**config.mk**
```make
export PLATFORM = sky130hd
export DESIGN_NAME = fpga_sdram_controller_dmaster_packets_to_bytes
export DESIGN_NICKNAME = d
export VERILOG_FILES = /design/src/rtl/fpga_sdram_controller_dmaster_packets_to_bytes.sv
export SDC_FILE = /design/constraint.sdc
export NUM_CORES = 1
export LEC_CHECK = 0
export CORE_AREA = 2 2 39 41
export CTS_BUF_LIST = sky130_fd_sc_hd__clkbuf_8
export DETAILED_ROUTE_END_ITERATION = 7
export DIE_AREA = 0 0 41 43
export PLACE_DENSITY = 0.76
export SYNTH_ARGS = -nofsm -noshare
export SYNTH_HDL_FRONTEND = slang
export SYNTH_SLANG_ARGS = --single-unit
```
**constraint.sdc**
```tcl
create_clock -name clk -period 4.3 [get_ports clk]
set_input_delay 1.29 -clock clk [delete_from_list [all_inputs] [get_ports clk]]
set_output_delay 1.29 -clock clk [all_outputs]
set_load 0.02 [all_outputs]
```
**src/rtl/fpga_sdram_controller_dmaster_packets_to_bytes.sv**
```systemverilog
// Debug-master packets-to-bytes framer: expands each Avalon-ST beat into a 0x7A..0x7D framed byte stream.
// Optional channel framing is enabled by defining DMASTER_P2B_CHANNEL_EN.
module fpga_sdram_controller_dmaster_packets_to_bytes #(
   parameter int unsigned CHANNEL_WIDTH = 8
) (
   input  logic                     clk,
   input  logic                     reset,
   output logic                     in_ready,
   input  logic                     in_valid,
   input  logic [7:0]               in_data,
   input  logic                     in_startofpacket,
   input  logic                     in_endofpacket,
   input  logic [CHANNEL_WIDTH-1:0] in_channel,
   input  logic                     out_ready,
   output logic                     out_valid,
   output logic [7:0]               out_data
);

   typedef enum logic [2:0] {IDLE, CH, CH_ESC, CH_VAL, SOP, EOP, ESC, DATA} state_t;

   state_t     state_q, state_d, eff;
   logic       need_ch, ch_special, data_special, xfer;
   logic [7:0] ch_byte;

   function automatic logic is_special(input logic [7:0] b);
      return (b >= 8'h7A) && (b <= 8'h7D);
   endfunction

   // Next required step after s; IDLE yields the first step of the beat.
   function automatic state_t next_step(input state_t s, input logic nch, input logic cesc,
                                        input logic sop, input logic eop, input logic desc);
      state_t after_eop, after_sop, after_ch;
      after_eop = desc ? ESC : DATA;
      after_sop = eop ? EOP : after_eop;
      after_ch  = sop ? SOP : after_sop;
      case (s)
         IDLE:    return nch ? CH : after_ch;
         CH:      return cesc ? CH_ESC : CH_VAL;
         CH_ESC:  return CH_VAL;
         CH_VAL:  return after_ch;
         SOP:     return after_sop;
         EOP:     return after_eop;
         ESC:     return DATA;
         default: return IDLE;
      endcase
   endfunction

`ifdef DMASTER_P2B_CHANNEL_EN
   logic [CHANNEL_WIDTH-1:0] last_channel_q, last_channel_d;
   logic                     chan_known_q, chan_known_d;

   assign ch_byte    = 8'(in_channel);
   assign ch_special = is_special(ch_byte);
   assign need_ch    = !chan_known_q || in_startofpacket || (in_channel != last_channel_q);
`else
   logic unused_channel;

   assign unused_channel = ^in_channel;
   assign ch_byte        = '0;
   assign ch_special     = 1'b0;
   assign need_ch        = 1'b0;
`endif

   assign data_special = is_special(in_data);

   always_comb begin
      eff = (state_q == IDLE)
          ? next_step(IDLE, need_ch, ch_special, in_startofpacket, in_endofpacket, data_special)
          : state_q;
      xfer      = in_valid && out_ready && !reset;
      out_valid = in_valid;
      in_ready  = (eff == DATA) && out_ready && !reset;
      case (eff)
         CH:      out_data = 8'h7C;
         CH_ESC:  out_data = 8'h7D;
         CH_VAL:  out_data = ch_special ? (ch_byte ^ 8'h20) : ch_byte;
         SOP:     out_data = 8'h7A;
         EOP:     out_data = 8'h7B;
         ESC:     out_data = 8'h7D;
         DATA:    out_data = data_special ? (in_data ^ 8'h20) : in_data;
         default: out_data = '0;
      endcase
      state_d = state_q;
      if (xfer) begin
         state_d = next_step(eff, need_ch, ch_special, in_startofpacket, in_endofpacket, data_special);
      end
`ifdef DMASTER_P2B_CHANNEL_EN
      last_channel_d = last_channel_q;
      chan_known_d   = chan_known_q;
      if (xfer && (eff == CH_VAL)) begin
         last_channel_d = in_channel;
         chan_known_d   = 1'b1;
      end
`endif
   end

   always_ff @(posedge clk) begin
      if (reset) begin
         state_q <= IDLE;
      end else begin
         state_q <= state_d;
      end
   end

`ifdef DMASTER_P2B_CHANNEL_EN
   always_ff @(posedge clk) begin
      if (reset) begin
         last_channel_q <= '0;
         chan_known_q   <= 1'b0;
      end else begin
         last_channel_q <= last_channel_d;
         chan_known_q   <= chan_known_d;
      end
   end
`endif

endmodule
```
After elaboration in Yosys (flattened, before gate mapping). Cells that the tools add are included. W data, S select, Z words.

Output and inout bits: 10. Register bits after elaboration: 3. Input bits: 22. Word-level logic and storage cells: 29.

Magnitude comparators: 2. Eq/ne operators: 7. Reduce and logical (&&, ||, !) cells: 11. Bitwise operators: 1. Mux-type cells: 7.

Operators with widths (number): $pmux W8 S5 (1); $pmux W3 S5 (1); $eq A3 B3 Y1 const B (4); $ge A8 B7 Y1 const B (1); $le A8 B7 Y1 const B (1); $eq A3 B2 Y1 const B (2); $logic_not A3 Y1 (2); $mux W6 (1); $reduce_or A2 Y1 (3); $logic_and A1 B1 Y1 (5); $mux W2 (2); $eq A3 B1 Y1 const B (1); $mux W3 (1); $logic_not A1 Y1 (1); $mux W1 (1); $not A1 Y1 (1).

Depth between registers and ports, before layout. Gate-level depths: netlist of the first run.

Depth in word-level cells: 9. Depth in mapped cells: 5. Mapped depth without buffers: 4.

Worst setup path before layout of the first run. No wires, ideal clock.

Path kind: input to output. Start: in in_data[1]. End: out out_data[3]. Buffers on the path: 0. Arrival time: 2.433 ns. Setup slack: 0.577 ns. Stages on the path: 4. Required time: 3.010 ns. Cells stage by stage: xnor2_1 > or3_4 > a31oi_1 > a2bb2oi_1.

Word-level cells in the longest chain between the ends: 9. Elaborated cells between the ends (all ways): 15. Classes of those cells: 2 x order compare; 6 x eq/ne; 5 x mux; 2 x reduce/logical.

Ends and longest elaborated chain: from (decl) (line 10) `input logic [7:0] in_data,`; $ge A8 B7 Y1 or $le A8 B7 Y1 (tied branches) (line 26) `return (b >= 8'h7A) && (b <= 8'h7D);`; $logic_and A1 B1 Y1 * (line 26); $mux W1 * (line 33) `after_eop = desc ? ESC : DATA;`; $mux W2 * (line 34) `after_sop = eop ? EOP : after_eop;`; $mux W2 * (line 35) `after_ch = sop ? SOP : after_sop;`; $mux W3 * (line 68) `? next_step(IDLE, need_ch, ch_special, in_startofpacket, in_endofpacket, data_special)`; $eq A3 B3 Y1 or $eq A3 B2 Y1 (tied branches) (line 73) `case (eff)`; $reduce_or A2 Y1 (no source line); $pmux W8 S5 * (line 73); to (decl) (line 16) `output logic [7:0] out_data`.

Every way passes the cells marked *; elsewhere a longest branch is shown, timed or not.

Worst setup path in the final report of the first run.
Start: in in_endofpacket. End: out in_ready.

Word-level cells in the longest chain between the ends: 6.

Ends and longest elaborated chain: from (decl) (line 12) `input logic in_endofpacket,`; $mux W2 (line 34); $mux W2 (line 35); $mux W3 (line 68); $eq A3 B3 Y1 (line 72) `in_ready = (eff == DATA) && out_ready && !reset;`; $logic_and A1 B1 Y1 (2 in a row) (line 72); to (decl) (line 8) `output logic in_ready,`.

Every way passes these cells.

==> flow_summary.toml, run 1 <==
[global_routing]
grt_antenna_before_repair = 0
grt-ovfl-total = 0
grt_pass1_vias = 592
grt_pass1_wl_um = 2270
grt_max_degree = 11
grt.total_usage_pct = 18.2

[cts]
h-tree-depth = 1
root_buffer = "clkbuf_8"
cts_buffers = 3
insertion_delay_ns = 0.22
cts_tree = "yes"
clockBufferDepth = 2
clk_pin_slew_ns = 0.03
clock-sinks = 3
ctsHoldBuffers = 0

[yosys]
synth_cells = 63
synth_nets = 85
synthMuxAreaShare_pct = 2.37
yosys.area_share.simple_pct = 34.6
synth_compound_area_share_pct = 38.2
synth_top_area_cell = "dfxtp_1"
synth_top_family_by_area = "compound AO/OA/AOI/OAI gates"
syn_area_per_cell_um2 = 6.71
synth_edf_count = 0
yosys_warnings = 0
ys_seq_area_share_pct = 14.2
syn_area_um2 = 423
yosys-top-cells-area = "dfxtp_1 14%, a21oi_1 7.1%, nand2_1 6.2%"
ys_seq_elements = 3
synth_top_area_share_pct = 14.2
synth-main-ff-cell = "dfxtp_1"
synth_cell_types = 33
yosysMostFrequentCell = "nand2_1"
synth_async_sr_flop_share_pct = 0
synth_common_cells = "7 x nand2_1, 6 x a21oi_1, 4 x inv_1, 4 x nor2_1, 4 x o21ai_0"
synthXorXnorAreaFrac_pct = 2.07
post_synth_fa_ha_maj_area_fraction_pct = 0

[drt]
drc = 0
dr.pass1.iters = 4
via_per_inst = 5.38
drtAntennaViolNets = 0
drt-initial-drc-count = 9
avgRoutedWirePerCell_um = 12.2
num_vias = 619
routed_wl_um = 1400

[floorplanning]
die_x_um = 41
coreArea_um2 = 1380
num_rows = 14
die_y_um = 43
io_pins = 32
initial_core_util_pct = 30.6
die_area_um2 = 1760

[sta]
period_needed_ns = 4.20
worst_slew_pin_slew_ns = 0.648
fin_hold_ws_ns = 0.611
setup_tns_ns = 0
timing_max_transition_violations_final = 0
setup_viol_count_final = 0
period_share_pct = 97.8
hold_violations = 0
fmax_mhz = 238
rsz0062_at_grt = "true"
slew-limit-headroom_pct = 56.3
fin_ws_ns = 0.0951
final.setup_skew_ns = 0.00315

[finish]
antenna_cells = 0
regMostFlops = "state_q"
area_delta_synth_final_pct = 86.4
fin_cells = 115
final_nets = 122
drive_above_1_share_pct = 26.3
finalCoreUtilization_pct = 57.0
reg.largest.list = "state_q (3)"
largest_reg_flops = 3

[run]
maxCapViolations = 0

[place]
io_buffers = 23
routabilityCongestion = 0.802
dpl.hpwl_um = 1060
place_inst = 111
pre_cts_ws_ns = -0.303

[worst_setup_path]
worstSetupPathType = "in2out"
arrival_ns = 2.91
cp_max_fo = 4
end_kind = "primary output"
start_kind = "input pin"
worst_ep_required_time_ns = 3.01

[status]
run_status = "finished clean"

[pwr]
leakagePower_uw = 0.000332
vdd_drop_max_uv = 95.5
p_per_area_nw_per_um2 = 257

[min_path]
holdCritPathClass = "reg2reg"
[timing repair]
| action | in CTS | in global routing |
|---|---|---|
| buffers inserted | 0 | 0 |
| setup endpoints to repair | 9 | 5 |
| gates resized for setup | 16 | 8 |
[layout make-up]
class	count	area, µm²
tap	16	20.0
multi-input combinational	52	347
clock inverter	1	3.75
fill	147	596
clock buffer	3	41.3
sequential	3	60.1
timing repair buffer	36	302
inverter	4	15.0
[logic make-up (layout without fill, tap and decap cells)]
kind of cell | count (synthesis) | after routing
simple gates | 26 | 26
buf+inv | 8 | 44
compound gates | 24 | 24
mux | 1 | 1
flops | 3 | 3
xor+xnor | 1 | 1
[final timing paths]
path / start / to / slack, ns / cells past startpoint
max: in_endofpacket / in_ready / 0.1 / 6
max reg2reg: state_q[1]$_SDFFE_PP0P_ / state_q[0]$_SDFFE_PP0P_ / 2.81 / 3
min reg2reg: state_q[0]$_SDFFE_PP0P_ / state_q[0]$_SDFFE_PP0P_ / 0.61 / 2
min: state_q[0]$_SDFFE_PP0P_ / state_q[0]$_SDFFE_PP0P_ / 0.61 / 2
[through the flow]
stage	power [µW]	instance area, µm²
floorplan	81.0	423
global placement	127	749
detailed placement	127	749
CTS	205	795
global route	217	788
finish	202	788
[cells in the final DEF (no fill, tap or decap)]
cell,n
clkdlybuf4s50_1,14
nand3_1,3
o211ai_1,1
nor2_1,4
and4b_1,1
a211oi_1,1
o21ai_2,1
nor3_1,1
a32oi_1,1
nor3_2,1
inv_1,5
o2bb2ai_1,1
a21oi_1,6
nor4_2,1
mux2i_1,1
and3_1,1
o21bai_1,1
nand3b_1,2
a31oi_2,1
a22oi_1,1
clkbuf_8,3
buf_4,13
dlygate4sd2_1,5
o21a_1,1
xnor2_1,1
or3_4,1
o31ai_1,2
nor4_1,1
o41ai_2,1
nand2b_1,2
o21ai_0,4
clkbuf_2,2
nand2_1,7
or4_1,1
a2bb2oi_1,2
dfxtp_1,3
buf_2,2
[layer usage]
metal  up-vias  share of wire, %  global-route usage (%)
li1        310                 -                       -
met4         0              0.93                    13.3
met2        18                52                    28.1
met1       289                42                    22.8
met5         -                 0                       0
met3         2               5.5                       0
[worst max-delay path, stage by stage]
cell and delay [ns]:
clkdlybuf4s50_1 0.42, nor3_1 0.32, nand2_1 0.14, o21ai_2 0.21, and4b_1 0.21, dlygate4sd2_1 0.33
[report_power, final]
group,total (µW),internal [µW],leakage [µW],switching (µW)
registers,35.7,30.2,0.0000247,5.47
logic,87.0,42.6,0.000280,44.3
clock network,79.7,60.8,0.0000269,18.9
total,202,134,0.000332,68.7
(Power assumes the default switching activity.)
==> inputs of run 2 (changes only) <==
- TNS_END_PERCENT: not set -> 50
==> results of run 2 <==
Same layout as run 1: the final DEF is identical, and so are final timing and power.
==> inputs of run 3 (changes only) <==
- HOLD_SLACK_MARGIN: not set -> 0.03
==> results of run 3 <==
Same layout as run 1: the final DEF is identical, and so are final timing and power.
